--- config.mk ---
export PLATFORM = sky130hd
export DESIGN_NAME = tmds_decoder
export DESIGN_NICKNAME = d
export VERILOG_FILES = /design/src/rtl/tmds_decoder.sv
export SDC_FILE = /design/constraint.sdc
export NUM_CORES = 1
export LEC_CHECK = 0
export CAP_MARGIN = 25
export CORE_MARGIN = 5
export CORE_UTILIZATION = 45
export CTS_BUF_LIST = sky130_fd_sc_hd__clkbuf_16
export CTS_CLUSTER_DIAMETER = 200
export DETAILED_ROUTE_END_ITERATION = 7
export GPL_ROUTABILITY_DRIVEN = 0
export GPL_TIMING_DRIVEN = 0
export PLACE_DENSITY_LB_ADDON = 0.3
export SETUP_SLACK_MARGIN = 0.05
export SLEW_MARGIN = 20
export SYNTH_ARGS = -nofsm -noshare
export SYNTH_HDL_FRONTEND = slang
export SYNTH_SLANG_ARGS = --single-unit
export TNS_END_PERCENT = 30
--- constraint.sdc ---
create_clock -name clk_in -period 3.6 [get_ports clk_in]
set_input_delay 0.72 -clock clk_in [delete_from_list [all_inputs] [get_ports clk_in]]
set_output_delay 0.72 -clock clk_in [all_outputs]
set_load 0.01 [all_outputs]
--- src/rtl/tmds_decoder.sv ---
// TMDS receive decoder: bit-slip alignment on control tokens, then 10b->8b data / 2b control decode.
// Latency: 1 clk from the symbol appearing in the 20-bit window to ve/data/control outputs.
// Backpressure: none; one word accepted every clock, no ready signal.
module tmds_decoder #(
    parameter int LOCK_COUNT = 16,
    parameter int MISS_LIMIT = 2048
) (
    input  logic       clk_in,
    input  logic       rst_in,
    input  logic [9:0] tmds_in,
    output logic       locked_out,
    output logic [3:0] slip_offset_out,
    output logic       ve_out,
    output logic [7:0] data_out,
    output logic [1:0] control_out
);

    localparam int TW = $clog2(MISS_LIMIT);
    localparam int CW = $clog2(LOCK_COUNT + 1);
    localparam logic [TW-1:0] TIMER_LAST = TW'(MISS_LIMIT - 1);
    localparam logic [CW-1:0] COUNT_LAST = CW'(LOCK_COUNT);

    typedef enum logic [1:0] {SEARCH, VERIFY, LOCKED} state_t;

    state_t        state, state_nxt;
    logic [9:0]    prev;
    logic [3:0]    offset, offset_nxt;
    logic [CW-1:0] count, count_nxt, count_inc;
    logic [TW-1:0] timer, timer_nxt;
    logic [19:0]   win;
    logic [9:0]    q;
    logic [7:0]    qb, d;
    logic          is_tok;
    logic [1:0]    tok_val;
    logic          ve_nxt;
    logic [7:0]    data_nxt;
    logic [1:0]    control_nxt;

    assign win = {tmds_in, prev};

    // offsets above 9 never occur; the default arm just keeps every window bit in use
    always_comb begin
        q = win[9:0];
        case (offset)
            4'd0: q = win[9:0];
            4'd1: q = win[10:1];
            4'd2: q = win[11:2];
            4'd3: q = win[12:3];
            4'd4: q = win[13:4];
            4'd5: q = win[14:5];
            4'd6: q = win[15:6];
            4'd7: q = win[16:7];
            4'd8: q = win[17:8];
            4'd9: q = win[18:9];
            default: q = win[19:10];
        endcase
    end

    always_comb begin
        is_tok  = 1'b1;
        tok_val = 2'b00;
        case (q)
            10'b1101010100: tok_val = 2'b00;
            10'b0010101011: tok_val = 2'b01;
            10'b0101010100: tok_val = 2'b10;
            10'b1010101011: tok_val = 2'b11;
            default:        is_tok  = 1'b0;
        endcase
    end

    always_comb begin
        qb   = q[9] ? ~q[7:0] : q[7:0];
        d    = '0;
        d[0] = qb[0];
        for (int i = 1; i < 8; i++) begin
            d[i] = q[8] ? (qb[i] ^ qb[i-1]) : ~(qb[i] ^ qb[i-1]);
        end
    end

    assign count_inc = count + 1'b1;

    always_comb begin
        state_nxt  = state;
        offset_nxt = offset;
        count_nxt  = count;
        timer_nxt  = timer;
        case (state)
            SEARCH: begin
                if (is_tok) begin
                    state_nxt = VERIFY;
                    count_nxt = CW'(1);
                    timer_nxt = '0;
                end else if (timer == TIMER_LAST) begin
                    timer_nxt  = '0;
                    offset_nxt = (offset == 4'd9) ? 4'd0 : offset + 4'd1;
                end else begin
                    timer_nxt = timer + 1'b1;
                end
            end
            VERIFY: begin
                if (is_tok) begin
                    count_nxt = count_inc;
                    if (count_inc == COUNT_LAST) begin
                        state_nxt = LOCKED;
                        timer_nxt = '0;
                    end
                end else begin
                    // an aliased token at the wrong offset fails here; retry same offset
                    state_nxt = SEARCH;
                    count_nxt = '0;
                    timer_nxt = '0;
                end
            end
            LOCKED: begin
                if (is_tok) begin
                    timer_nxt = '0;
                end else if (timer == TIMER_LAST) begin
                    state_nxt = SEARCH;
                    timer_nxt = '0;
                    count_nxt = '0;
                end else begin
                    timer_nxt = timer + 1'b1;
                end
            end
            default: begin
                state_nxt = SEARCH;
                count_nxt = '0;
                timer_nxt = '0;
            end
        endcase
    end

    // outputs follow the next state so they clear on the same edge lock drops
    always_comb begin
        ve_nxt      = 1'b0;
        data_nxt    = '0;
        control_nxt = '0;
        if (state_nxt == LOCKED) begin
            if (is_tok) begin
                control_nxt = tok_val;
            end else begin
                ve_nxt      = 1'b1;
                data_nxt    = d;
                control_nxt = control_out;
            end
        end
    end

    always_ff @(posedge clk_in or posedge rst_in) begin
        if (rst_in) begin
            state       <= SEARCH;
            prev        <= '0;
            offset      <= '0;
            count       <= '0;
            timer       <= '0;
            ve_out      <= 1'b0;
            data_out    <= '0;
            control_out <= '0;
        end else begin
            state       <= state_nxt;
            prev        <= tmds_in;
            offset      <= offset_nxt;
            count       <= count_nxt;
            timer       <= timer_nxt;
            ve_out      <= ve_nxt;
            data_out    <= data_nxt;
            control_out <= control_nxt;
        end
    end

    assign locked_out      = (state == LOCKED);
    assign slip_offset_out = offset;

endmodule

==> key figures <==
Placed design
  – Hpwl dp: between 6000 and 7000 µm
  – Place WS: -0.321 ns
  – Inst Count DP: 498
  – Placed cell areas: 3730 µm²
  – Number of port buffers: 27

STA
  – Final worst-path setup slack: just under 0.2 ns
  – Clock Skew: just under 0.008 ns
  – Max_slew headroom: between 60% and 70%
  – RSZ-0062 raised after global routing: false
  – Final Critical Period: around 3.4 ns
  – Max-slew violation count: 0
  – Setup-failing EPs final: 0
  – Max Fclk: a little under 300 MHz
  – Final hold vios: 0
  – Final Cycle Share: 94.6%
  – Worst-Margin Slew: between 0.5 and 0.6 ns

Clock tree
  – CTS buffer count: 5
  – Clk_lat worst skew: around 0.29 ns
  – CTS Sinks: 43
  – H-tree Lvls: 2
  – Max Root-Sink Buffers: 2
  – Clk slew on worst S/H paths: roughly 0.070 ns
  – CTS tree: done
  – Clock root cell: clkbuf_16

Setup path
  – Worst EP required: 3.78 ns
  – Crit path max-delay family: compound AO/OA/AOI/OAI gates
  – Critical path type: flop to flop
  – CP startpoint kind: flop
  – Worst-path cell chain: clkbuf_4 > buf_4 > buf_6 > mux2i_2 > o311ai_2 > a21oi_1 > nor2_1 > o22a_1 > inv_1 > ha_1 > nand4_1 > or4b_4 > o211ai_4 > o32ai_1 > a31o_2
  – Crit-path max FO: 10
  – WP buf/inv: 4
  – Crit-path slowest cell: or4b_4
  – Worst EP arrival: 3.59 ns
  – CP peak stage delay: 0.49 ns
  – Nature of the critical path endpoint: flop

Route
  – Initial DRC count: between 200 and 300
  – Avg Vias per Cell: 6.15
  – Post-DR wirelength/cell: 17.9 µm
  – Final WL: approximately 9100 µm
  – DR DRC count: 0
  – Post-DRT Antenna Nets: 0
  – Vias: 3119
  – DR pass1 iterations: 5

Layout
  – Diode count: 0
  – Layout Utilization: between 50% and 60%
  – Fin area: around 4000 µm²
  – NumNets Final: between 400 and 500
  – Area delta synth->final: 21.8%
  – Share of cells above drive strength 1: 16.4%
  – Final std cells w/o fill: about 500

Floorplanning
  – Die width: 95.8 µm
  – Initial Utilization: a little under half
  – Cell row count: 31
  – Core area: roughly 7000 µm²
  – Die outline area: between 9000 and 10000 µm²
  – Die H: 95.8 µm
  – I/O Pins: 28

Pwr
  – Internal Dissipation: around 0.9 mW
  – Clock Power Share: between 30% and 40%
  – P_sw: ~0.38 mW
  – Comb power frac: between 10% and 20%
  – Net Sw Frac: between 20% and 30%
  – Static leakage: between 1.5 and 2 nW
  – Pwr/cell area: around 320 nW/µm²
  – Seq pwr share: around 47%
  – Total power: about 1.3 mW
  – Maximum vdd drop: approximately 230 µV

Synth
  – Sequential area share after synthesis: 32.5%
  – Yosys cell types: 70
  – Synth area leader: dfrtp_1
  – Synth top area share: approximately 32%
  – Syn_nets: roughly 390
  – Number of synthesized flops with an enable pin: 0
  – Synth Instances: ~370
  – Asr flop ratio synth: 100%
  – Post-synthesis register bit count: 43
  – Dominant synthesized flop cell: dfrtp_1
  – Synth warn: 0
  – Syn avg cell area: 8.93 µm²
  – Area contributors post-synth: dfrtp_1, mux2i_1, ha_1
  – Syn Std Cell Area: around 3300 µm²

Run status
  – Status: completed

Global routing
  – Gr ovfl total: 0
  – Largest net degree at the start of global routing: 30
  – Number of global-route vias before repair: ~3k
  – Initial antenna violation count: 0
  – First-pass GRT wire length: approximately 15000 µm
  – Total Routing Usage GR: 20.6%

Run
  – Max-cap viol count: 0

Hold path
  – Hold Crit Class: flop to flop
-- worst paths after layout --
check | start | end | slack, ns | cells after the start
setup / recovery | slip_offset_out[2]$_DFFE_PP0P_ | count[4]$_DFFE_PP0P_ | 0.19 | 15
hold / removal | timer[4]$_DFFE_PP0P_ | timer[4]$_DFFE_PP0P_ | 0.51 | 2
setup reg to reg | slip_offset_out[2]$_DFFE_PP0P_ | count[4]$_DFFE_PP0P_ | 0.19 | 15
hold reg to reg | timer[4]$_DFFE_PP0P_ | timer[4]$_DFFE_PP0P_ | 0.51 | 2
max in group asynchronous | rst_in | slip_offset_out[2]$_DFFE_PP0P_ | 2.41 | 3
min in group asynchronous | rst_in | prev[4]$_DFF_PP0_ | 0.72 | 2
-- cell usage in the layout (no fill, tap or decap), drive strengths merged, types with 5 or more instances in the layout --
cell,Yosys,routed
a21oi,18,18
a31oi,7,7
and3,6,6
buf,16,16
clkbuf,9,16
clkdlybuf4s50,0,23
dfrtp,43,43
ha,10,10
inv,22,22
mux2,6,6
mux2i,16,16
nand2,27,27
nand2b,11,11
nand3,19,19
nand3b,7,7
nor2,25,25
nor2b,7,7
o21ai,16,16
o22a,5,5
o32ai,6,6
or3,5,5
xnor2,14,14
-- flip-flops by register name, indices dropped and copies added (netlist names) --
register and count:
control_out 2, count 5, data_out 8, prev 10, slip_offset_out 4, state 2
timer 11, ve_out 1
-- repair_timing --
| item | CTS | global route |
|---|---|---|
| pin swaps | 0 | 3 |
| setup endpoints to repair | 33 | 31 |
| gates cloned | 0 | 0 |
| hold buffers | 0 | 0 |
| setup buffers | 0 | 2 |
| gates resized for setup | 11 | 48 |
-- power groups by stage --
stage	Sequential, mW	Clock [mW]	Combinational [mW]
2_1_floorplan	0.591	0	0.172
3_3_place_gp	0.604	0	0.216
3_5_place_dp	0.608	0	0.229
4_1_cts	0.600	0.468	0.228
5_1_grt	0.610	0.487	0.257
6_report	0.602	0.456	0.229
-- synthesized netlist by cell type, types with 6 or more instances --
cell type,count
clkbuf_1,9
a31oi_1,7
a21oi_1,16
and3_1,6
ha_1,10
mux2i_1,15
nor2b_1,7
nand3_1,18
nor2_1,24
xnor2_1,14
inv_1,22
nand2b_1,11
nand3b_1,7
nand2_1,27
o21ai_0,13
dfrtp_1,43
buf_2,7
-- per-layer routing --
metal / vias up / routed length, µm / GRT usage [%]
li1: 1434 / - / -
met1: 1481 / 3880 / 26.9
met2: 154 / 4090 / 30.9
met3: 50 / 681 / 3.83
met4: 0 / 429 / 13.4
met5: - / 0 / 0
-- through the flow --
stage | hold WS [ns] | setup TNS (ns)
CTS | 0.507 | 0
detailed placement | 0.491 | -7.09
floorplan | 0.464 | 0
global placement | 0.481 | -6.14
global route | 0.535 | 0
finish | 0.506 | 0
-- logic make-up after synthesis --
kind of cell,count (synthesis),share of synthesized area [%]
DFF,43,32.5
and+or+nand+nor,132,21.8
adders and majority gates,10,3.78
buffers and inverters,47,6.49
AOI/OAI and AO/OA,96,21.6
muxes,25,9.03
xor gates and xnor gates,18,4.76
-- cell type report --
| type | instances | area [µm²] |
|---|---|---|
| Fill cell | 674 | 3180 |
| Timing Repair Buffer | 30 | 315 |
| Sequential cell | 43 | 1080 |
| Clock buffer | 5 | 125 |
| Clock inverter | 3 | 20.0 |
| Buffer | 24 | 194 |
| Multi-Input combinational cell | 281 | 2100 |
| Inverter | 22 | 82.6 |
| Tap cell | 99 | 124 |
-- tightest hold or removal path, delay by kind of cell, from the launching register on --
kind               cells  cell delay (ns)
and+or+nand+nor        1             0.05
AOI/OAI and AO/OA      1             0.06
DFF                    1             0.36
Power figures use the tool's default switching activity.
